===== src/rtl/mem_if_pkg.sv =====
// Shared definitions for the CPU-side data-memory interface: RV32I load/store
// funct3 codes, memory size masks, initiator FSM states and MMIO defaults.
package mem_if_pkg;

    // RV32I load/store funct3 codes
    localparam logic [2:0] F3_B  = 3'b000;
    localparam logic [2:0] F3_H  = 3'b001;
    localparam logic [2:0] F3_W  = 3'b010;
    localparam logic [2:0] F3_BU = 3'b100;
    localparam logic [2:0] F3_HU = 3'b101;

    // Size masks presented to memory in sign_mask[2:0]
    localparam logic [2:0] SZ_B = 3'b001;
    localparam logic [2:0] SZ_H = 3'b011;
    localparam logic [2:0] SZ_W = 3'b111;

    // LED register; only a word store may target it
    localparam logic [31:0] MMIO_LED_ADDR_DEF = 32'h0000_2000;

    // Cycles to wait for clk_stall to rise after a strobe
    localparam int STALL_TIMEOUT_DEF = 8;

    typedef enum logic [2:0] {
        ST_IDLE    = 3'd0,
        ST_ISSUE   = 3'd1,
        ST_WAIT_HI = 3'd2,
        ST_WAIT_LO = 3'd3,
        ST_DONE    = 3'd4,
        ST_ERR     = 3'd5
    } state_t;

endpackage


===== src/rtl/mem_req_decode.sv =====
// Combinational decode of a load/store request: funct3 and address give the
// memory sign/size mask plus misaligned and illegal flags. Also used by the
// hazard unit, so it carries no state.
module mem_req_decode
    import mem_if_pkg::*;
#(
    parameter logic [31:0] MMIO_LED_ADDR = MMIO_LED_ADDR_DEF
) (
    input  logic        is_store,
    input  logic [2:0]  funct3,
    input  logic [31:0] addr,
    output logic [3:0]  sign_mask,
    output logic        misaligned,
    output logic        illegal
);

    logic [2:0] size;

    // Decode size, alignment and legality; unsigned variants exist for loads only
    always_comb begin
        size       = 3'b000;
        misaligned = 1'b0;
        illegal    = 1'b0;
        case (funct3)
            F3_B:  size = SZ_B;
            F3_H: begin
                size       = SZ_H;
                misaligned = addr[0];
            end
            F3_W: begin
                size       = SZ_W;
                misaligned = (addr[1:0] != 2'b00);
            end
            F3_BU: begin
                size    = SZ_B;
                illegal = is_store;
            end
            F3_HU: begin
                size       = SZ_H;
                misaligned = addr[0];
                illegal    = is_store;
            end
            default: illegal = 1'b1;
        endcase
        // The LED register only takes full-word writes
        if (is_store && (addr == MMIO_LED_ADDR) && (funct3 != F3_W)) begin
            illegal = 1'b1;
        end
        sign_mask = {~is_store & ~funct3[2], size};
    end

endmodule


===== src/rtl/mem_req_initiator.sv =====
// Load/store initiator: accepts one request from the MEM stage, drives the
// data-memory strobes and runs the clk_stall handshake, then returns a
// one-cycle completion (or error) pulse with the load result.
//
// Request handshake: a request transfers on a rising clk edge where
// req_valid & req_ready are both high. req_ready depends only on the FSM state
// and clk_stall, never on req_valid, so the requester may hold req_valid and
// its payload until it sees the transfer. Completion is a single-cycle
// rsp_valid pulse with no back-pressure; rsp_err is meaningful only with it.
module mem_req_initiator
    import mem_if_pkg::*;
#(
    parameter int          STALL_TIMEOUT = STALL_TIMEOUT_DEF,
    parameter logic [31:0] MMIO_LED_ADDR = MMIO_LED_ADDR_DEF
) (
    input  logic        clk,
    input  logic        reset,
    input  logic        req_valid,
    output logic        req_ready,
    input  logic        req_is_store,
    input  logic [2:0]  req_funct3,
    input  logic [31:0] req_addr,
    input  logic [31:0] req_wdata,
    output logic        rsp_valid,
    output logic [31:0] rsp_rdata,
    output logic        rsp_err,
    output logic [31:0] addr,
    output logic [31:0] write_data,
    output logic        memread,
    output logic        memwrite,
    output logic [3:0]  sign_mask,
    input  logic [31:0] read_data,
    input  logic        clk_stall
);

    localparam int CNT_W = $clog2(STALL_TIMEOUT) + 1;
    localparam logic [CNT_W-1:0] CNT_LAST = CNT_W'(STALL_TIMEOUT - 1);

    state_t           state;
    logic [CNT_W-1:0] wait_cnt;
    logic             lat_store;

    logic [3:0] dec_mask;
    logic       dec_misaligned;
    logic       dec_illegal;

    mem_req_decode #(
        .MMIO_LED_ADDR (MMIO_LED_ADDR)
    ) u_decode (
        .is_store   (req_is_store),
        .funct3     (req_funct3),
        .addr       (req_addr),
        .sign_mask  (dec_mask),
        .misaligned (dec_misaligned),
        .illegal    (dec_illegal)
    );

    // A memory still busy from before a reset blocks new requests too
    assign req_ready = (state == ST_IDLE) & ~clk_stall;

    // Initiator FSM; every output is registered and rsp_* pulse for one cycle
    always_ff @(posedge clk) begin
        if (reset) begin
            state      <= ST_IDLE;
            wait_cnt   <= '0;
            lat_store  <= 1'b0;
            memread    <= 1'b0;
            memwrite   <= 1'b0;
            rsp_valid  <= 1'b0;
            rsp_err    <= 1'b0;
            rsp_rdata  <= 32'h0;
            addr       <= 32'h0;
            write_data <= 32'h0;
            sign_mask  <= 4'h0;
        end else begin
            rsp_valid <= 1'b0;
            rsp_err   <= 1'b0;
            case (state)
                ST_IDLE: begin
                    if (req_valid && req_ready) begin
                        lat_store <= req_is_store;
                        if (dec_illegal || dec_misaligned) begin
                            // Rejected locally: memory never sees a strobe
                            state     <= ST_ERR;
                            rsp_valid <= 1'b1;
                            rsp_err   <= 1'b1;
                        end else begin
                            addr       <= req_addr;
                            write_data <= req_wdata;
                            sign_mask  <= dec_mask;
                            memread    <= ~req_is_store;
                            memwrite   <= req_is_store;
                            state      <= ST_ISSUE;
                        end
                    end
                end
                ST_ISSUE: begin
                    memread  <= 1'b0;
                    memwrite <= 1'b0;
                    wait_cnt <= '0;
                    state    <= ST_WAIT_HI;
                end
                ST_WAIT_HI: begin
                    if (clk_stall) begin
                        state <= ST_WAIT_LO;
                    end else if (wait_cnt == CNT_LAST) begin
                        state     <= ST_ERR;
                        rsp_valid <= 1'b1;
                        rsp_err   <= 1'b1;
                    end else begin
                        wait_cnt <= wait_cnt + 1'b1;
                    end
                end
                ST_WAIT_LO: begin
                    if (!clk_stall) begin
                        if (!lat_store) begin
                            rsp_rdata <= read_data;
                        end
                        state     <= ST_DONE;
                        rsp_valid <= 1'b1;
                    end
                end
                ST_DONE:  state <= ST_IDLE;
                ST_ERR:   state <= ST_IDLE;
                default:  state <= ST_IDLE;
            endcase
        end
    end

endmodule

===== config.mk =====
export PLATFORM = sky130hd
export DESIGN_NAME = mem_req_initiator
export DESIGN_NICKNAME = d
export VERILOG_FILES = /design/src/rtl/mem_if_pkg.sv /design/src/rtl/mem_req_decode.sv /design/src/rtl/mem_req_initiator.sv
export SDC_FILE = /design/constraint.sdc
export NUM_CORES = 1
export LEC_CHECK = 0
export BUFFER_PORTS_ARGS = -buffer_cell sky130_fd_sc_hd__buf_2
export CELL_PAD_IN_SITES_DETAIL_PLACEMENT = 0
export CELL_PAD_IN_SITES_GLOBAL_PLACEMENT = 1
export CORE_AREA = 2 2 126 128
export CTS_CLUSTER_DIAMETER = 40
export DETAILED_ROUTE_END_ITERATION = 16
export DIE_AREA = 0 0 128 130
export PLACE_DENSITY = 0.79
export SYNTH_ARGS = -nofsm -noshare
export SYNTH_HDL_FRONTEND = slang
export SYNTH_HIERARCHICAL = 1
export SYNTH_SLANG_ARGS = --single-unit

===== constraint.sdc =====
create_clock -name clk -period 1.9 [get_ports clk]
set_clock_uncertainty 0.15 [all_clocks]
set_input_delay 0.19 -clock clk [delete_from_list [all_inputs] [get_ports clk]]
set_output_delay 0.19 -clock clk [all_outputs]
set_load 0.02 [all_outputs]

==> impl_metrics.ini <==
[logic_synthesis]
syn_inst = 547
yosysSeqAreaShare_pct = 49.6
ys.flop_type = dfxtp_1
synth_area_per_cell_um2 = 8.26
synth_area_leader_cell = dfxtp_1
synthDistinctLibCells = 41
synth_edf_count = 0
post-synth-top-area-fraction_pct = 49.6
async_flop_share_pct = 0
netlist_area_um2 = 4520
ys_warn_count = 6
synth_fp_nets = 652
ys_ff_latch = 112
synth_area_leaders = dfxtp_1 (50%), a21oi_1 (12%), nand3_1 (12%)

[min_path]
hold_depth = 3
hp-class = primary input to flop

[status]
violations = setup timing
outcome = complete, but fails checks

[placement]
gp_congestion = 0.786
io_buffers = 208
dp_hpwl_mm = 10.4

[setup_path]
crit_type = primary input to flop
crit_path_start_kind = primary input
arrival_ps = 1990
critPathMaxFanout = 9
required_ps = 1980
endpoint_kind = flop
cp_slowest_cell = o32ai_4
r2r_cells = 4
crit_top_cell = buf_12
crit_chain = buf_2, nor4b_4, nand4_1, o32ai_4, buf_6, nor3b_4, buf_12, buf_12, nand3_1, a21oi_1
max_stage_delay_ps = 380

[die]
die_y_um = 130
core_um2 = 15400
die_w_um = 128
fp.dieArea_um2 = 16600
rows = 46
initial_utilization_pct = 29.3
ios = 209

[route]
wirelength_mm = 16.5
drt_iter0_drc = 285
vias = 5287
dr.pass1.iters = 4
wl_per_cell_um = 15.7
drc = 0
viasPerCell = 5.04
ant_nets = 0

[global_route]
overflow = 0
grt_pass1_vias = 4755
grt_pass1_wl_mm = 24.4
antenna_found_initial = 0
grt_usage_pct = 18.3
grt_start_max_net_pins = 42

[clock_network]
cts_made_buffers = 9
clk_pin_slew_ps = 70
clk-insertion-delay-late_ps = 350
cts_buffer_depth = 2
tritoncts = built
clkSinkCount = 112
h-tree-depth = 3
cts-root-buf = clkbuf_16

[power_and_ir_drop]
p_leak_uw = 0.00316
ir_drop_mv = 0.547
report.power.total_uw = 5460
power.density_nw_per_um2 = 726

[final_layout]
seqCellArea_um2 = 2240
utilization_pct = 48.7
multiInputGateArea_um2 = 2150
fillers = 1492
drive_gt1_share_pct = 36.8
synthToLayoutAreaGrowth_pct = 66.2
layout_common_cells = buf_2 (206), dfxtp_1 (112), a21oi_1 (107)
final_net_count = 956
num_antenna_cells = 0
layout_commonest_cell = buf_2

[timing]
slew_headroom_pct = 63.9
maxSlewViolCount = 0
setup_viol = 1
worst_slack_ps = -1.95
period_needed_ps = 1900
fmax_mhz = 526
finalCritPeriodShare_pct = 100
finalHoldViolCount = 0
rsz0062_at_grt = true
fin_tns_setup_ps = -1.95
worst_pin_slew_ps = 534

[flow_run]
drv_cap = 0
[critical path: cells and delay by family]
| family | cells | cell delay (ps) |
|---|---|---|
| AO/OA/AOI/OAI | 2 | 460 |
| buffers and inverters | 4 | 560 |
| AND/OR/NAND/NOR | 4 | 770 |
[registers in the layout, indices dropped and copies added, names as in the netlist]
| name | flops |
|---|---|
| addr | 32 |
| lat_store | 1 |
| memread | 1 |
| memwrite | 1 |
| rsp_err | 1 |
| rsp_rdata | 32 |
| rsp_valid | 1 |
| sign_mask | 4 |
| state | 3 |
| wait_cnt | 4 |
| write_data | 32 |
[cell usage after synthesis (2+ instances only)]
master / instances
nand2_1: 3
nor4_1: 2
nor4_2: 3
nor3_1: 2
o32ai_1: 2
inv_1: 5
a21oi_1: 109
buf_2: 9
nand3_1: 105
nor4b_2: 2
or4_1: 2
nand2b_1: 2
dfxtp_1: 112
nor4b_1: 2
o21ai_0: 105
nand3b_1: 2
nor2_1: 7
buf_6: 2
nor3b_1: 2
o211ai_1: 2
a2111oi_0: 2
clkbuf_1: 46
[per-layer routing]
layer / wire, um / part of all wire, % / vias up / track usage, %
met5: 0 / 0 / - / 0
li1: - / - / 2595 / -
met3: 1320 / 8.0 / 16 / 5.66
met1: 7240 / 44 / 2478 / 24.0
met4: 195 / 1.2 / 0 / 4.98
met2: 7720 / 47 / 198 / 29.5
[layout make-up]
cell class,count,area share [%]
sequential,112,29.8
clock buffer,14,3.51
tap,192,3.20
timing repair buffer,351,34.0
clock inverter,2,0.500
inverter,6,0.400
multi-input combinational,371,28.6
[metrics by stage]
step,std cells,area [um2],hold slack (ps),setup WS (ps)
global route,1048,7510,11.6,-63.9
detailed placement,943,6100,298,-530
finish,1048,7510,26.9,-1.95
global placement,943,6100,294,-462
CTS,1044,7310,7.34,11.1
floorplan,547,4550,188,-50.2
[logic make-up (layout without fill, tap and decap cells)]
| family | Yosys count | in the layout | synth area share (%) |
|---|---|---|---|
| AOI/OAI and AO/OA | 225 | 225 | 25.8 |
| adders and majority gates | 1 | 1 | 0.277 |
| buffers and inverters | 64 | 373 | 5.92 |
| DFF | 112 | 112 | 49.6 |
| and+or+nand+nor | 145 | 145 | 18.4 |
[where the power goes]
group          total, uW  internal (uW)  leakage, uW  switching [uW]
clock               1960           1100     0.000143             859
combinational       1060            492      0.00212             566
sequential          2440           2410     0.000906            29.7
[worst paths after layout]
kind / from / to / slack (ps)
worst min-delay path: req_valid / lat_store / 30
worst min register to register: rsp_rdata[1] / rsp_rdata[1] / 320
worst max-delay path: req_addr[27] / write_data[17] / -2
worst max register to register: state[0] / wait_cnt[3] / 20
[timing repair]
| item | CTS | global route |
|---|---|---|
| endpoints found under the setup margin | 76 | 76 |
| resized for setup | 8 | 45 |
| gates cloned | 0 | 3 |
| pin swaps | 6 | 9 |
| buffers inserted | 4 | 1 |
| hold buffers | 82 | 0 |
| endpoints found under the hold margin | 82 | 0 |
Power figures use the tool's default switching activity.
